==> src/rtl/hazard_scoreboard_if.sv <==
// Interface: hazard_scoreboard_if
// Groups the ID-stage instruction fields, the halt request and the hazard
// controller's responses into one bundle.
//   master : datapath side, drives the ID fields and halt_req, observes controls
//   slave  : hazard_scoreboard side
// Signals:
//   id_valid, id_rs, id_rt, id_use_rs, id_use_rt, id_wb, id_rd  ID instruction
//   halt_req                                                    debug stop level
//   pc_we, ifid_we, idex_bubble                                 issue control
//   fwd_a_sel, fwd_b_sel                                        EX operand selects
//   halt_ack, stall_cnt                                         status
interface hazard_scoreboard_if #(
    parameter int REG_ADDR_W = 5,
    parameter int CNT_W      = 16
);
    logic                  id_valid;
    logic [REG_ADDR_W-1:0] id_rs;
    logic [REG_ADDR_W-1:0] id_rt;
    logic                  id_use_rs;
    logic                  id_use_rt;
    logic                  id_wb;
    logic [REG_ADDR_W-1:0] id_rd;
    logic                  halt_req;
    logic                  pc_we;
    logic                  ifid_we;
    logic                  idex_bubble;
    logic [1:0]            fwd_a_sel;
    logic [1:0]            fwd_b_sel;
    logic                  halt_ack;
    logic [CNT_W-1:0]      stall_cnt;

    modport master (
        output id_valid, id_rs, id_rt, id_use_rs, id_use_rt, id_wb, id_rd, halt_req,
        input  pc_we, ifid_we, idex_bubble, fwd_a_sel, fwd_b_sel, halt_ack, stall_cnt
    );

    modport slave (
        input  id_valid, id_rs, id_rt, id_use_rs, id_use_rt, id_wb, id_rd, halt_req,
        output pc_we, ifid_we, idex_bubble, fwd_a_sel, fwd_b_sel, halt_ack, stall_cnt
    );
endinterface

==> src/rtl/hazard_scoreboard.sv <==
// Module: hazard_scoreboard
// Hazard controller for the 5-stage IF/ID/EX/MM/WB pipeline. Shadows the
// dest reg / WB flag of the in-flight EX, MM and WB instructions (plus EX
// sources), stalls ID on unresolved RAW hazards, drives the EX forwarding
// selects, runs the halt/drain sequence and counts hazard stall cycles.
// Ports:
//   clk    rising-edge clock
//   rst_n  asynchronous active-low reset
//   bus    hazard_scoreboard_if.slave (ID fields, halt_req, controls, status)
module hazard_scoreboard #(
    parameter int REG_ADDR_W = 5,
    parameter int FWD_EN     = 1,
    parameter int RF_BYPASS  = 0,
    parameter int CNT_W      = 16
) (
    input  logic                clk,
    input  logic                rst_n,
    hazard_scoreboard_if.slave  bus
);
    typedef enum logic [1:0] {RUN, DRAIN, HALTED} state_t;

    typedef struct packed {
        logic                  valid;
        logic                  wb;
        logic [REG_ADDR_W-1:0] rd;
        logic [REG_ADDR_W-1:0] rs;
        logic [REG_ADDR_W-1:0] rt;
    } stage_t;

    localparam logic [1:0] SEL_RF = 2'b00;
    localparam logic [1:0] SEL_MM = 2'b01;
    localparam logic [1:0] SEL_WB = 2'b10;

    // Without a write-through register file an instruction in WB is not yet
    // visible to a reader in ID.
    localparam bit WB_STALL = (RF_BYPASS == 0);

    state_t           state_q;
    stage_t           ex_q, mm_q, wb_q;
    stage_t           id_stage;
    logic [CNT_W-1:0] stall_cnt_q;
    logic             halt_ack_q;
    logic             hazard;
    logic             freeze;
    logic             hold;
    logic             pipe_empty;
    logic [1:0]       fwd_a, fwd_b;

    // Register 0 is hard-wired, so it never carries a dependency.
    function automatic logic match(input logic [REG_ADDR_W-1:0] s, input stage_t st);
        return st.valid && st.wb && (st.rd == s) && (s != '0);
    endfunction

    function automatic logic src_hazard(input logic [REG_ADDR_W-1:0] s,
                                        input stage_t ex, input stage_t mm, input stage_t wb);
        if (FWD_EN != 0)
            return match(s, wb) && WB_STALL;
        return match(s, ex) || match(s, mm) || (match(s, wb) && WB_STALL);
    endfunction

    function automatic logic [1:0] fwd_sel(input logic [REG_ADDR_W-1:0] s,
                                           input stage_t mm, input stage_t wb);
        if (FWD_EN == 0)   return SEL_RF;
        if (match(s, mm))  return SEL_MM;   // youngest result wins
        if (match(s, wb))  return SEL_WB;
        return SEL_RF;
    endfunction

    assign id_stage = '{valid: bus.id_valid, wb: bus.id_wb, rd: bus.id_rd,
                        rs: bus.id_rs, rt: bus.id_rt};

    assign pipe_empty = !ex_q.valid && !mm_q.valid && !wb_q.valid;

    // NOTE: every variable assigned in always_comb gets a default first so no
    // path leaves it unassigned, which would infer a latch.
    always_comb begin
        hazard = 1'b0;
        if (bus.id_valid) begin
            hazard = (bus.id_use_rs && src_hazard(bus.id_rs, ex_q, mm_q, wb_q)) ||
                     (bus.id_use_rt && src_hazard(bus.id_rt, ex_q, mm_q, wb_q));
        end
    end

    always_comb begin
        fwd_a = SEL_RF;
        fwd_b = SEL_RF;
        fwd_a = fwd_sel(ex_q.rs, mm_q, wb_q);
        fwd_b = fwd_sel(ex_q.rt, mm_q, wb_q);
    end

    // A halt request freezes issue in the same cycle it appears, ahead of any
    // hazard. rst_n gates the freeze so the pipe runs freely while held in
    // reset even if halt_req is already high.
    assign freeze = (state_q != RUN) || bus.halt_req;
    assign hold   = rst_n && (freeze || hazard);

    assign bus.pc_we       = !hold;
    assign bus.ifid_we     = !hold;
    assign bus.idex_bubble = hold;
    assign bus.fwd_a_sel   = fwd_a;
    assign bus.fwd_b_sel   = fwd_b;
    assign bus.halt_ack    = halt_ack_q;
    assign bus.stall_cnt   = stall_cnt_q;

    // NOTE: sequential state uses non-blocking assignments so every flop
    // samples the pre-edge values (MM<=EX and WB<=MM shift correctly).
    // NOTE: the shadow stages are reset because their valid bits decide
    // hazards; stale valid entries after reset would stall or forward wrongly.
    always_ff @(posedge clk or negedge rst_n) begin
        if (!rst_n) begin
            state_q     <= RUN;
            ex_q        <= '0;
            mm_q        <= '0;
            wb_q        <= '0;
            stall_cnt_q <= '0;
            halt_ack_q  <= 1'b0;
        end else begin
            // The datapath's EX/MM and MM/WB registers have no enables.
            mm_q <= ex_q;
            wb_q <= mm_q;
            if (hold)
                ex_q.valid <= 1'b0;
            else
                ex_q <= id_stage;

            unique case (state_q)
                RUN: begin
                    if (bus.halt_req)
                        state_q <= DRAIN;
                    else if (hazard && (stall_cnt_q != '1))
                        stall_cnt_q <= stall_cnt_q + CNT_W'(1);
                end
                DRAIN: begin
                    if (!bus.halt_req) begin
                        state_q <= RUN;
                    end else if (pipe_empty) begin
                        state_q    <= HALTED;
                        halt_ack_q <= 1'b1;
                    end
                end
                HALTED: begin
                    if (!bus.halt_req) begin
                        state_q    <= RUN;
                        halt_ack_q <= 1'b0;
                    end
                end
                default: begin
                    state_q    <= RUN;
                    halt_ack_q <= 1'b0;
                end
            endcase
        end
    end
endmodule

==> src/flat_wrapper.sv <==
// flat-port wrapper written by rule: the top's interface ports become plain ports
module hazard_scoreboard_flat 
#(
    parameter int REG_ADDR_W = 5,
    parameter int FWD_EN     = 1,
    parameter int RF_BYPASS  = 0,
    parameter int CNT_W      = 16
)
  (clk, rst_n, bus_id_valid, bus_id_rs, bus_id_rt, bus_id_use_rs, bus_id_use_rt, bus_id_wb, bus_id_rd, bus_halt_req, bus_pc_we, bus_ifid_we, bus_idex_bubble, bus_fwd_a_sel, bus_fwd_b_sel, bus_halt_ack, bus_stall_cnt);
  hazard_scoreboard_if #(.REG_ADDR_W(REG_ADDR_W), .CNT_W(CNT_W)) bus_i ();
  input  logic clk;
  input  logic rst_n;
  input wire logic [$bits(bus_i.id_valid)-1:0] bus_id_valid;
  input wire logic [$bits(bus_i.id_rs)-1:0] bus_id_rs;
  input wire logic [$bits(bus_i.id_rt)-1:0] bus_id_rt;
  input wire logic [$bits(bus_i.id_use_rs)-1:0] bus_id_use_rs;
  input wire logic [$bits(bus_i.id_use_rt)-1:0] bus_id_use_rt;
  input wire logic [$bits(bus_i.id_wb)-1:0] bus_id_wb;
  input wire logic [$bits(bus_i.id_rd)-1:0] bus_id_rd;
  input wire logic [$bits(bus_i.halt_req)-1:0] bus_halt_req;
  output wire logic [$bits(bus_i.pc_we)-1:0] bus_pc_we;
  output wire logic [$bits(bus_i.ifid_we)-1:0] bus_ifid_we;
  output wire logic [$bits(bus_i.idex_bubble)-1:0] bus_idex_bubble;
  output wire logic [$bits(bus_i.fwd_a_sel)-1:0] bus_fwd_a_sel;
  output wire logic [$bits(bus_i.fwd_b_sel)-1:0] bus_fwd_b_sel;
  output wire logic [$bits(bus_i.halt_ack)-1:0] bus_halt_ack;
  output wire logic [$bits(bus_i.stall_cnt)-1:0] bus_stall_cnt;
  assign bus_i.id_valid = bus_id_valid;
  assign bus_i.id_rs = bus_id_rs;
  assign bus_i.id_rt = bus_id_rt;
  assign bus_i.id_use_rs = bus_id_use_rs;
  assign bus_i.id_use_rt = bus_id_use_rt;
  assign bus_i.id_wb = bus_id_wb;
  assign bus_i.id_rd = bus_id_rd;
  assign bus_i.halt_req = bus_halt_req;
  assign bus_pc_we = bus_i.pc_we;
  assign bus_ifid_we = bus_i.ifid_we;
  assign bus_idex_bubble = bus_i.idex_bubble;
  assign bus_fwd_a_sel = bus_i.fwd_a_sel;
  assign bus_fwd_b_sel = bus_i.fwd_b_sel;
  assign bus_halt_ack = bus_i.halt_ack;
  assign bus_stall_cnt = bus_i.stall_cnt;
  hazard_scoreboard #(.REG_ADDR_W(REG_ADDR_W), .FWD_EN(FWD_EN), .RF_BYPASS(RF_BYPASS), .CNT_W(CNT_W)) u_core (.clk(clk), .rst_n(rst_n), .bus(bus_i));
endmodule
==> config.mk <==
export PLATFORM = sky130hd
export DESIGN_NAME = hazard_scoreboard_flat
export DESIGN_NICKNAME = d
export VERILOG_FILES = /design/src/rtl/hazard_scoreboard_if.sv /design/src/rtl/hazard_scoreboard.sv /design/src/flat_wrapper.sv
export SDC_FILE = /design/constraint.sdc
export NUM_CORES = 1
export LEC_CHECK = 0
export BUFFER_PORTS_ARGS = -buffer_cell sky130_fd_sc_hd__buf_2
export CAP_MARGIN = 25
export CORE_ASPECT_RATIO = 0.5
export CORE_MARGIN = 2
export CORE_UTILIZATION = 45
export DETAILED_ROUTE_END_ITERATION = 12
export GPL_ROUTABILITY_DRIVEN = 0
export GPL_TIMING_DRIVEN = 0
export PLACE_DENSITY = 0.75
export SYNTH_ARGS = -nofsm -noshare
export SYNTH_HDL_FRONTEND = slang
export SYNTH_SLANG_ARGS = --single-unit
==> constraint.sdc <==
create_clock -name clk -period 4.4 [get_ports clk]
set_input_delay 0.44 -clock clk [delete_from_list [all_inputs] [get_ports clk]]
set_output_delay 0.44 -clock clk [all_outputs]
set_load 0.01 [all_outputs]
==> flow_summary_export.csv, run 1 <==
group,metric,value,unit
status,outcome,"finished, final reports clean",
synthesis,yosys.cell_types.count,36,
floorplan,chipWidth,106,um
power,sequentialPowerShare,54.4,%
routing,route.detailed.drc,0,
floorplan,start_util,47.2,%
setup_path,nature_of_the_critical_path_startpoint,"flop",
floorplan,ioPinCount,46,
sta,tightestPinTransition,0.547,ns
routing,drt_pass1_iterations,4,
sta,clock-skew-final,0.00910,ns
setup_path,path_cells,"xor2_1 -> nor4_2 -> o2111ai_2 -> nand2_2 -> o21ai_4 -> buf_8 -> buf_4 -> buf_2",
power,share_comb_of_total_power,13.9,%
synthesis,synth_top_cell_by_area,"sky130_fd_sc_hd__dfrtp_1",
power,internal_power,0.744,mW
setup_path,critPathTopFamily,"simple AND/OR/NAND/NOR gates",
global_routing,antenna_violations_before_repair,0,
global_routing,grtUsageTotal,17.5,%
clock_network,clock_tree.buffer_depth,2,
power,power_density,357,nW/um^2
sta,final.min_clock_period,2.81,ns
synthesis,number_of_standard_cells_after_synthesis,186,
clock_network,cts_resized,0,
synthesis,postSynthNetCount,209,
run,cap_violations,0,
synthesis,postSynthRegisterBits,50,
sta,endpoints_failing_setup,0,
place,io_buffers,45,
synthesis,post_synth_main_area_contributors,"sky130_fd_sc_hd__dfrtp_1 53%, sky130_fd_sc_hd__xnor2_1 12%, sky130_fd_sc_hd__mux2_2 4.8%, sky130_fd_sc_hd__mux2_4 4.5%, sky130_fd_sc_hd__xor2_1 4.1%",
finish,final_layout_size_suffix_gt1_share,33.3,%
power,total_leakage_power,1.28,nW
finish,postLayoutCoreUtil,56.0,%
floorplan,chipHeight,55.1,um
sta,final-max-slew-violation-count,0,
setup_path,cp.arrival,2.37,ns
clock_network,clock-sinks,50,
sta,fin_setup_tns,0,ns
clock_network,holdBufCountCts,0,
synthesis,synth_seq_area_share,53.3,%
routing,wl_per_cell,15.3,um
setup_path,worst-endpoint-required,3.96,ns
global_routing,grt_overflow,0,
setup_path,critical_path_capture_point_type,"output pin",
clock_network,clkLatencyLatePin,0.30,ns
clock_network,tritoncts,"done",
place,dpl.hpwl,3550,um
setup_path,timing.critical_path.slowest_stage_cell,"sky130_fd_sc_hd__dfrtp_1",
synthesis,synthesis.area,2350,um^2
finish,antenna_cell_count,0,
hold_path,hold_path_class,"input pin to async pin",
finish,layout.filler_cells,404,
clock_network,htree_levels,2,
floorplan,placementRows,18,
sta,final_hold_fails,0,
clock_network,ctsRootBufferMaster,"sky130_fd_sc_hd__clkbuf_8",
clock_network,post_cts.repair.setup_buffers,0,
sta,post_route_clock_period_utilization,63.9,%
sta,max_clock_freq,0.356,GHz
floorplan,die_area,5850,um^2
finish,finish.net_count,262,
synthesis,synth_top_area_share,53.3,%
finish,area_growth_syn_to_layout,18.7,%
power,max-vdd-ir-drop,0.149,mV
sta,rsz0062_at_grt,"no",
synthesis,yosys_warnings,0,
routing,vias,1616,
global_routing,first_global_vias,1549,
routing,antenna_violating_nets_post_route,0,
global_routing,global_route_wire_length_before_repair,7530,um
clock_network,numCtsBuffers,5,
power,power.switching_fraction,25.2,%
setup_path,number_of_buffers_and_inverters_on_the_critical_path,3,
synthesis,synth_ff_type,"sky130_fd_sc_hd__dfrtp_1",
power,netSwitchingPower,0.251,mW
routing,post_drt_via_cell_ratio,5.21,
routing,postRouteWirelength,4740,um
synthesis,async_flop_share,100,%
clock_network,clkSlewWorstSetupHoldPaths,0.09,ns
synthesis,synth_enable_flop_cells,0,
setup_path,critical_path.max_fanout,11,
setup_path,timing_worst_setup_path_type,"flop to output pin",
synthesis,postSynthAreaPerCell,12.6,um^2
routing,initialDrtViolationCount,44,
global_routing,grt_max_degree,32,
floorplan,core_area,4980,um^2
power,clock_power_share,31.7,%
setup_path,cpPeakStageDelay,0.46,ns
sta,slew_headroom,63.0,%
## synth_stat cells (2+ instances only)
cell                      count
sky130_fd_sc_hd__nand4_1     14
sky130_fd_sc_hd__nor4_1       5
sky130_fd_sc_hd__mux2_2      10
sky130_fd_sc_hd__nor3_1       4
sky130_fd_sc_hd__inv_1        3
sky130_fd_sc_hd__or4_1        2
sky130_fd_sc_hd__and3_1       4
sky130_fd_sc_hd__and4_1       3
sky130_fd_sc_hd__dfrtp_1     50
sky130_fd_sc_hd__nand2_1      6
sky130_fd_sc_hd__xnor2_1     32
sky130_fd_sc_hd__mux2_4       7
sky130_fd_sc_hd__nand3_1      7
sky130_fd_sc_hd__xor2_1      11
sky130_fd_sc_hd__and2_1       4
sky130_fd_sc_hd__o21ai_0      2
sky130_fd_sc_hd__nor2_1       3
## layout by cell type, fill, tap and decap left out, drive strengths merged, types with 6 or more instances in the layout
| cell | synthesis | routed |
|---|---|---|
| mux2 | 17 | 17 |
| clkbuf | 0 | 7 |
| nand2 | 7 | 7 |
| xnor2 | 32 | 32 |
| nand4 | 14 | 14 |
| dfrtp | 50 | 50 |
| buf | 4 | 50 |
| nor4 | 6 | 6 |
| xor2 | 11 | 11 |
| nand3 | 7 | 7 |
## flip-flops by register name, summed over array words and instances, names as in the netlist
register,count
u_core.bus.stall_cnt,16
u_core.bus.halt_ack,1
u_core.ex_q,17
u_core.wb_q,7
u_core.mm_q,7
u_core.state_q,2
## logic make-up after synthesis
kind of cell | Yosys count | synth area share [%]
AO/OA/AOI/OAI | 9 | 3.68
XOR/XNOR | 43 | 16.0
adder cells (fa/ha/maj) | 1 | 0.533
buffers and inverters | 7 | 2.13
flip-flops | 50 | 53.3
multiplexers | 17 | 9.27
AND/OR/NAND/NOR | 59 | 15.1
## layer usage
layer	GRT usage [%]	share of wire, %	vias to the layer above
met3	4.33	3.4	4
met2	29.6	49	25
met1	22.9	47	819
li1	-	-	768
met5	0	0	-
met4	5.92	0.95	0
## metrics by stage
stage / power, mW / setup WS, ns / hold WS [ns] / cell area (um^2) / cells
3_3_place_gp: 0.678 / 1.68 / 0.357 / 2660 / 301
6_report: 0.995 / 1.59 / 0.105 / 2790 / 310
3_5_place_dp: 0.689 / 1.65 / 0.361 / 2680 / 302
5_1_grt: 1.04 / 1.44 / 0.128 / 2790 / 310
4_1_cts: 1.00 / 1.56 / 0.116 / 2790 / 310
2_1_floorplan: 0.633 / 2.21 / 0.144 / 2350 / 186
## worst reg2reg max path, delay by kind of cell (launching register included)
| kind | cells | cell delay [ns] |
|---|---|---|
| muxes | 1 | 0.30 |
| xor gates and xnor gates | 1 | 0.20 |
| AOI/OAI and AO/OA | 2 | 0.40 |
| DFF | 1 | 0.46 |
| buffers and inverters | 1 | 0.23 |
| and+or+nand+nor | 2 | 0.53 |
## path summary, 6_finish.rpt
check,start,to,slack [ns],depth (start not counted)
setup / recovery,u_core.wb_q[11]$_DFF_PN0_,bus_pc_we,1.59,8
hold / removal,rst_n,u_core.bus.stall_cnt[6]$_DFFE_PN0P_,0.10,1
setup reg to reg,u_core.wb_q[11]$_DFF_PN0_,u_core.ex_q[1]$_DFFE_PN0N_,2.17,7
hold reg to reg,u_core.ex_q[11]$_DFFE_PN0N_,u_core.mm_q[11]$_DFF_PN0_,0.38,0
max in group asynchronous,rst_n,u_core.wb_q[13]$_DFF_PN0_,3.74,2
min in group clk,bus_id_wb,u_core.ex_q[15]$_DFFE_PN0N_,0.36,2
## power by group through the flow
stage               combinational (mW)  clock [mW]  sequential (mW)
global placement                 0.132           0            0.547
floorplan                       0.0960           0            0.537
finish                           0.139       0.315            0.541
detailed placement               0.139           0            0.550
CTS                              0.141       0.322            0.541
global route                     0.153       0.344            0.546
## final cells by class
cell class	count	area, um^2	area share (%)
clock buffers	7	76.3	2.74
clock inverters	1	30.0	1.08
well taps	70	87.6	3.14
repair buffers	46	245	8.80
multi-input cells	129	1050	37.6
plain buffers	4	38.8	1.39
flip-flops and latches	50	1250	44.9
inverters	3	11.3	0.404
Note: power is estimated with default switching activity, not from simulation.
==> run 2: changes to the inputs <==
--- a/config.mk
+++ b/config.mk
@@ -5,6 +5,7 @@
 export SDC_FILE = /design/constraint.sdc
 export NUM_CORES = 1
 export LEC_CHECK = 0
+export ABC_AREA = 1
 export BUFFER_PORTS_ARGS = -buffer_cell sky130_fd_sc_hd__buf_2
 export CAP_MARGIN = 25
 export CORE_ASPECT_RATIO = 0.5
@@ -13,7 +14,7 @@
 export DETAILED_ROUTE_END_ITERATION = 12
 export GPL_ROUTABILITY_DRIVEN = 0
 export GPL_TIMING_DRIVEN = 0
-export PLACE_DENSITY = 0.75
+export PLACE_DENSITY = 0.77
 export SYNTH_ARGS = -nofsm -noshare
 export SYNTH_HDL_FRONTEND = slang
 export SYNTH_SLANG_ARGS = --single-unit
==> constraint.sdc (replaced) <==
create_clock -name clk -period 2.5 [get_ports clk]
set_input_delay 0.25 -clock clk [delete_from_list [all_inputs] [get_ports clk]]
set_output_delay 0.25 -clock clk [all_outputs]
set_load 0.01 [all_outputs]
==> run 2 against run 1 <==
Net effect:
- sequential power increased by 77%
- clock power increased by 100%
- combinational power increased by 120%
- synthesized cell count increased by 91%
- die area increased by 16%
- utilization decreased by 1.5 points
- final cell count increased by 57%
- largest cell class is now multi-input combinational cells
==> flow_summary_export.csv, run 2 <==
group,metric,value,unit
clock_network,post_cts.repair.setup_buffers,0,
routing,postRouteWirelength,6280,um
synthesis,synth_compound_area_share,3.85,%
power,share_comb_of_total_power,16.1,%
setup_path,r2r_slack,0.54,ns
finish,layout.filler_cells,607,
setup_path,worst-endpoint-required,2.25,ns
finish,largest_register_ff_count,17,
synthesis,main_combinational_cell_family_by_area_after_synthesis,"simple AND/OR/NAND/NOR gates",
power,internal_power,1.37,mW
clock_network,tritoncts,"done",
power,sequentialPowerShare,50.2,%
finish,finish.net_count,433,
sta,clock-skew-final,0.00432,ns
floorplan,chipWidth,115,um
synthesis,synth_top_cell_by_area,"sky130_fd_sc_hd__dfrtp_1",
power,power_density,584,nW/um^2
synthesis,synthesis.area,2760,um^2
place,io_buffers,45,
routing,drt_pass1_iterations,6,
power,max-vdd-ir-drop,0.279,mV
synthesis,number_of_standard_cells_after_synthesis,355,
synthesis,post-synth-top-count-cell,"sky130_fd_sc_hd__nand2_1",
finish,max_flop_register,"u_core.ex_q",
finish,layout_commonest_cell,"sky130_fd_sc_hd__nand2_1",
floorplan,chipHeight,59.4,um
global_routing,grtUsageTotal,19.7,%
synthesis,yosys.cell_types.count,36,
global_routing,grt_overflow,0,
finish,final_layout_size_suffix_gt1_share,19.5,%
floorplan,core_area,6010,um^2
synthesis,postSynthNetCount,378,
place,dpl.hpwl,4640,um
setup_path,reg2reg_depth,9,
clock_network,ctsRootBufferMaster,"sky130_fd_sc_hd__clkbuf_16",
routing,route.detailed.drc,0,
global_routing,global_route_wire_length_before_repair,10400,um
hold_path,worst_hold_path.num_cells,3,
sta,endpoints_failing_setup,0,
sta,fin_setup_tns,0,ns
sta,final_hold_fails,0,
run,cap_violations,0,
routing,initialDrtViolationCount,247,
clock_network,numCtsBuffers,5,
clock_network,clock_tree.buffer_depth,2,
setup_path,critical_path_capture_point_type,"output pin",
sta,post_route_clock_period_utilization,93.3,%
setup_path,nature_of_the_critical_path_startpoint,"input pin",
synthesis,post_synthesis_share_of_cell_area_spent_on_xor_and_xnor_gates,6.35,%
synthesis,synth_ff_type,"sky130_fd_sc_hd__dfrtp_1",
hold_path,timing.hold.worst.start,"bus_id_wb",
setup_path,critical_path.max_fanout,40,
synthesis,synth_seq_area_share,45.4,%
setup_path,cp.arrival,2.08,ns
sta,slew_headroom,66.3,%
sta,rsz0062_at_grt,"no",
hold_path,hold_path_class,"input pin to flop",
setup_path,timing_worst_setup_path_type,"input pin to output pin",
global_routing,antenna_violations_before_repair,0,
finish,area_growth_syn_to_layout,18.6,%
synthesis,post_synth_fa_ha_maj_area_fraction,0.454,%
finish,layout.area.seq,1250,um^2
floorplan,placementRows,20,
synthesis,post_synth_main_area_contributors,"sky130_fd_sc_hd__dfrtp_1 45%, sky130_fd_sc_hd__nand2_1 16%, sky130_fd_sc_hd__nand3_1 7.4%, sky130_fd_sc_hd__nor2_1 4.5%, sky130_fd_sc_hd__inv_1 4.2%",
sta,final.min_clock_period,2.33,ns
floorplan,die_area,6810,um^2
synthesis,async_flop_share,100,%
finish,antenna_cell_count,0,
power,netSwitchingPower,0.541,mW
power,power.switching_fraction,28.3,%
setup_path,r2r-end,"u_core.bus.stall_cnt[6]$_DFFE_PN0P_",
global_routing,first_global_vias,2222,
clock_network,htree_levels,2,
synthesis,muxShareOfSynthArea,0,%
sta,tightestPinTransition,0.503,ns
sta,fin_worst_hold_slack,0.157,ns
setup_path,worst_r2r_startpoint,"u_core.bus.stall_cnt[0]$_DFFE_PN0P_",
clock_network,clkLatencyLatePin,0.28,ns
synthesis,yosys_warnings,0,
clock_network,clkSlewWorstSetupHoldPaths,0.06,ns
power,total_leakage_power,1.79,nW
global_routing,grt_max_degree,41,
power,clock_power_share,33.7,%
floorplan,ioPinCount,46,
synthesis,area_share_of_and_or_nand_nor_cells_after_synthesis,36.6,%
routing,post_drt_via_cell_ratio,4.98,
routing,wl_per_cell,12.9,um
synthesis,postSynthRegisterBits,50,
synthesis,postSynthAreaPerCell,7.77,um^2
synthesis,synth.cells.most_frequent,"120 x sky130_fd_sc_hd__nand2_1, 50 x sky130_fd_sc_hd__dfrtp_1, 41 x sky130_fd_sc_hd__nand3_1, 33 x sky130_fd_sc_hd__nor2_1, 31 x sky130_fd_sc_hd__inv_1",
routing,antenna_violating_nets_post_route,0,
status,outcome,"finished, final reports clean",
hold_path,min_to,"u_core.ex_q[15]$_DFFE_PN0N_",
synthesis,synth_enable_flop_cells,0,
finish,multi_input_area,1310,um^2
clock_network,clock-sinks,50,
finish,mostFrequentLayoutCells,"120 x sky130_fd_sc_hd__nand2_1, 49 x sky130_fd_sc_hd__dfrtp_1, 47 x sky130_fd_sc_hd__buf_2",
synthesis,synth_top_area_share,45.4,%
floorplan,start_util,45.9,%
routing,vias,2427,
sta,final-max-slew-violation-count,0,
sta,max_clock_freq,0.429,GHz
==> run 2: cell types whose count changed in the layout (fill, tap and decap cells not counted), sizes merged, moves of 5 or more <==
cell,previous run,this run
nor2,3,34
and2,5,0
nand2,7,129
nand3,7,42
mux2,17,0
nand4,14,4
xnor2,32,7
inv,3,36
==> run 2: kinds of logic after synthesis <==
kind of cell    after synthesis
fa+ha+maj                     1
xor+xnor                     20
simple gates                223
buf+inv                      46
flops                        50
compound gates               15
==> run 2: metrics by stage <==
step	cell area, um^2	utilization (%)	setup WS [ns]	cells	total power [mW]
floorplan	2760	-	0.788	355	1.16
global placement	3080	51.3	0.00728	477	1.26
detailed placement	3100	51.6	0.303	478	1.28
CTS	3260	54.3	0.0302	487	1.93
global route	3270	54.5	0.0371	487	2.02
finish	3270	54.5	0.168	487	1.91
==> run 2: how the worst max path moves through the flow <==
stage                                                   start                                  end  slack (ns)  depth (start not counted)
after detailed placement            u_core.wb_q[10]$_DFF_PN0_                            bus_pc_we        0.30                         12
after floorplan           u_core.bus.stall_cnt[0]$_DFFE_PN0P_  u_core.bus.stall_cnt[6]$_DFFE_PN0P_        0.79                          9
final                                                   rst_n                            bus_pc_we        0.17                          8
after CTS                                               rst_n                            bus_pc_we        0.03                          8
after global placement                                  rst_n                            bus_pc_we       0.007                          6
after global routing                u_core.wb_q[10]$_DFF_PN0_                            bus_pc_we        0.04                         12
==> run 2: routing by layer <==
metal	routed length [um]	vias to the layer above	track usage [%]
li1	-	1233	-
met1	3070	1108	28.1
met2	2800	77	32.0
met3	330	9	3.07
met4	81	0	5.34
met5	0	-	0
==> run 2: final cells by class <==
cell class,instances,share of cell area (%)
flip-flops and latches,50,38.3
plain buffers,8,2.06
repair buffers,48,8.10
clock inverters,2,0.459
inverters,38,4.40
clock buffers,5,3.82
multi-input cells,259,39.9
well taps,77,2.94
==> run 2: worst max-delay path, stage by stage <==
cell	delay (ns)
sky130_fd_sc_hd__dlygate4sd3_1	0.52
sky130_fd_sc_hd__buf_2	0.14
sky130_fd_sc_hd__buf_12	0.23
sky130_fd_sc_hd__clkbuf_1	0.34
sky130_fd_sc_hd__nand2_4	0.15
sky130_fd_sc_hd__buf_6	0.18
sky130_fd_sc_hd__buf_4	0.13
sky130_fd_sc_hd__buf_2	0.12
==> run 2: what timing repair did <==
item,4_1_cts,5_1_grt
endpoints found under the setup margin,1,2
hold buffers,2,0
resized for setup,1,4
gates cloned,0,0
endpoints found under the hold margin,11,0
==> run 2: power by group through the flow <==
stage          Combinational (mW)  Sequential (mW)  Clock [mW]
2_1_floorplan               0.200            0.956           0
3_3_place_gp                0.294            0.971           0
3_5_place_dp                0.303            0.973           0
4_1_cts                     0.307            0.959       0.665
5_1_grt                     0.353            0.971       0.700
6_report                    0.308            0.960       0.643
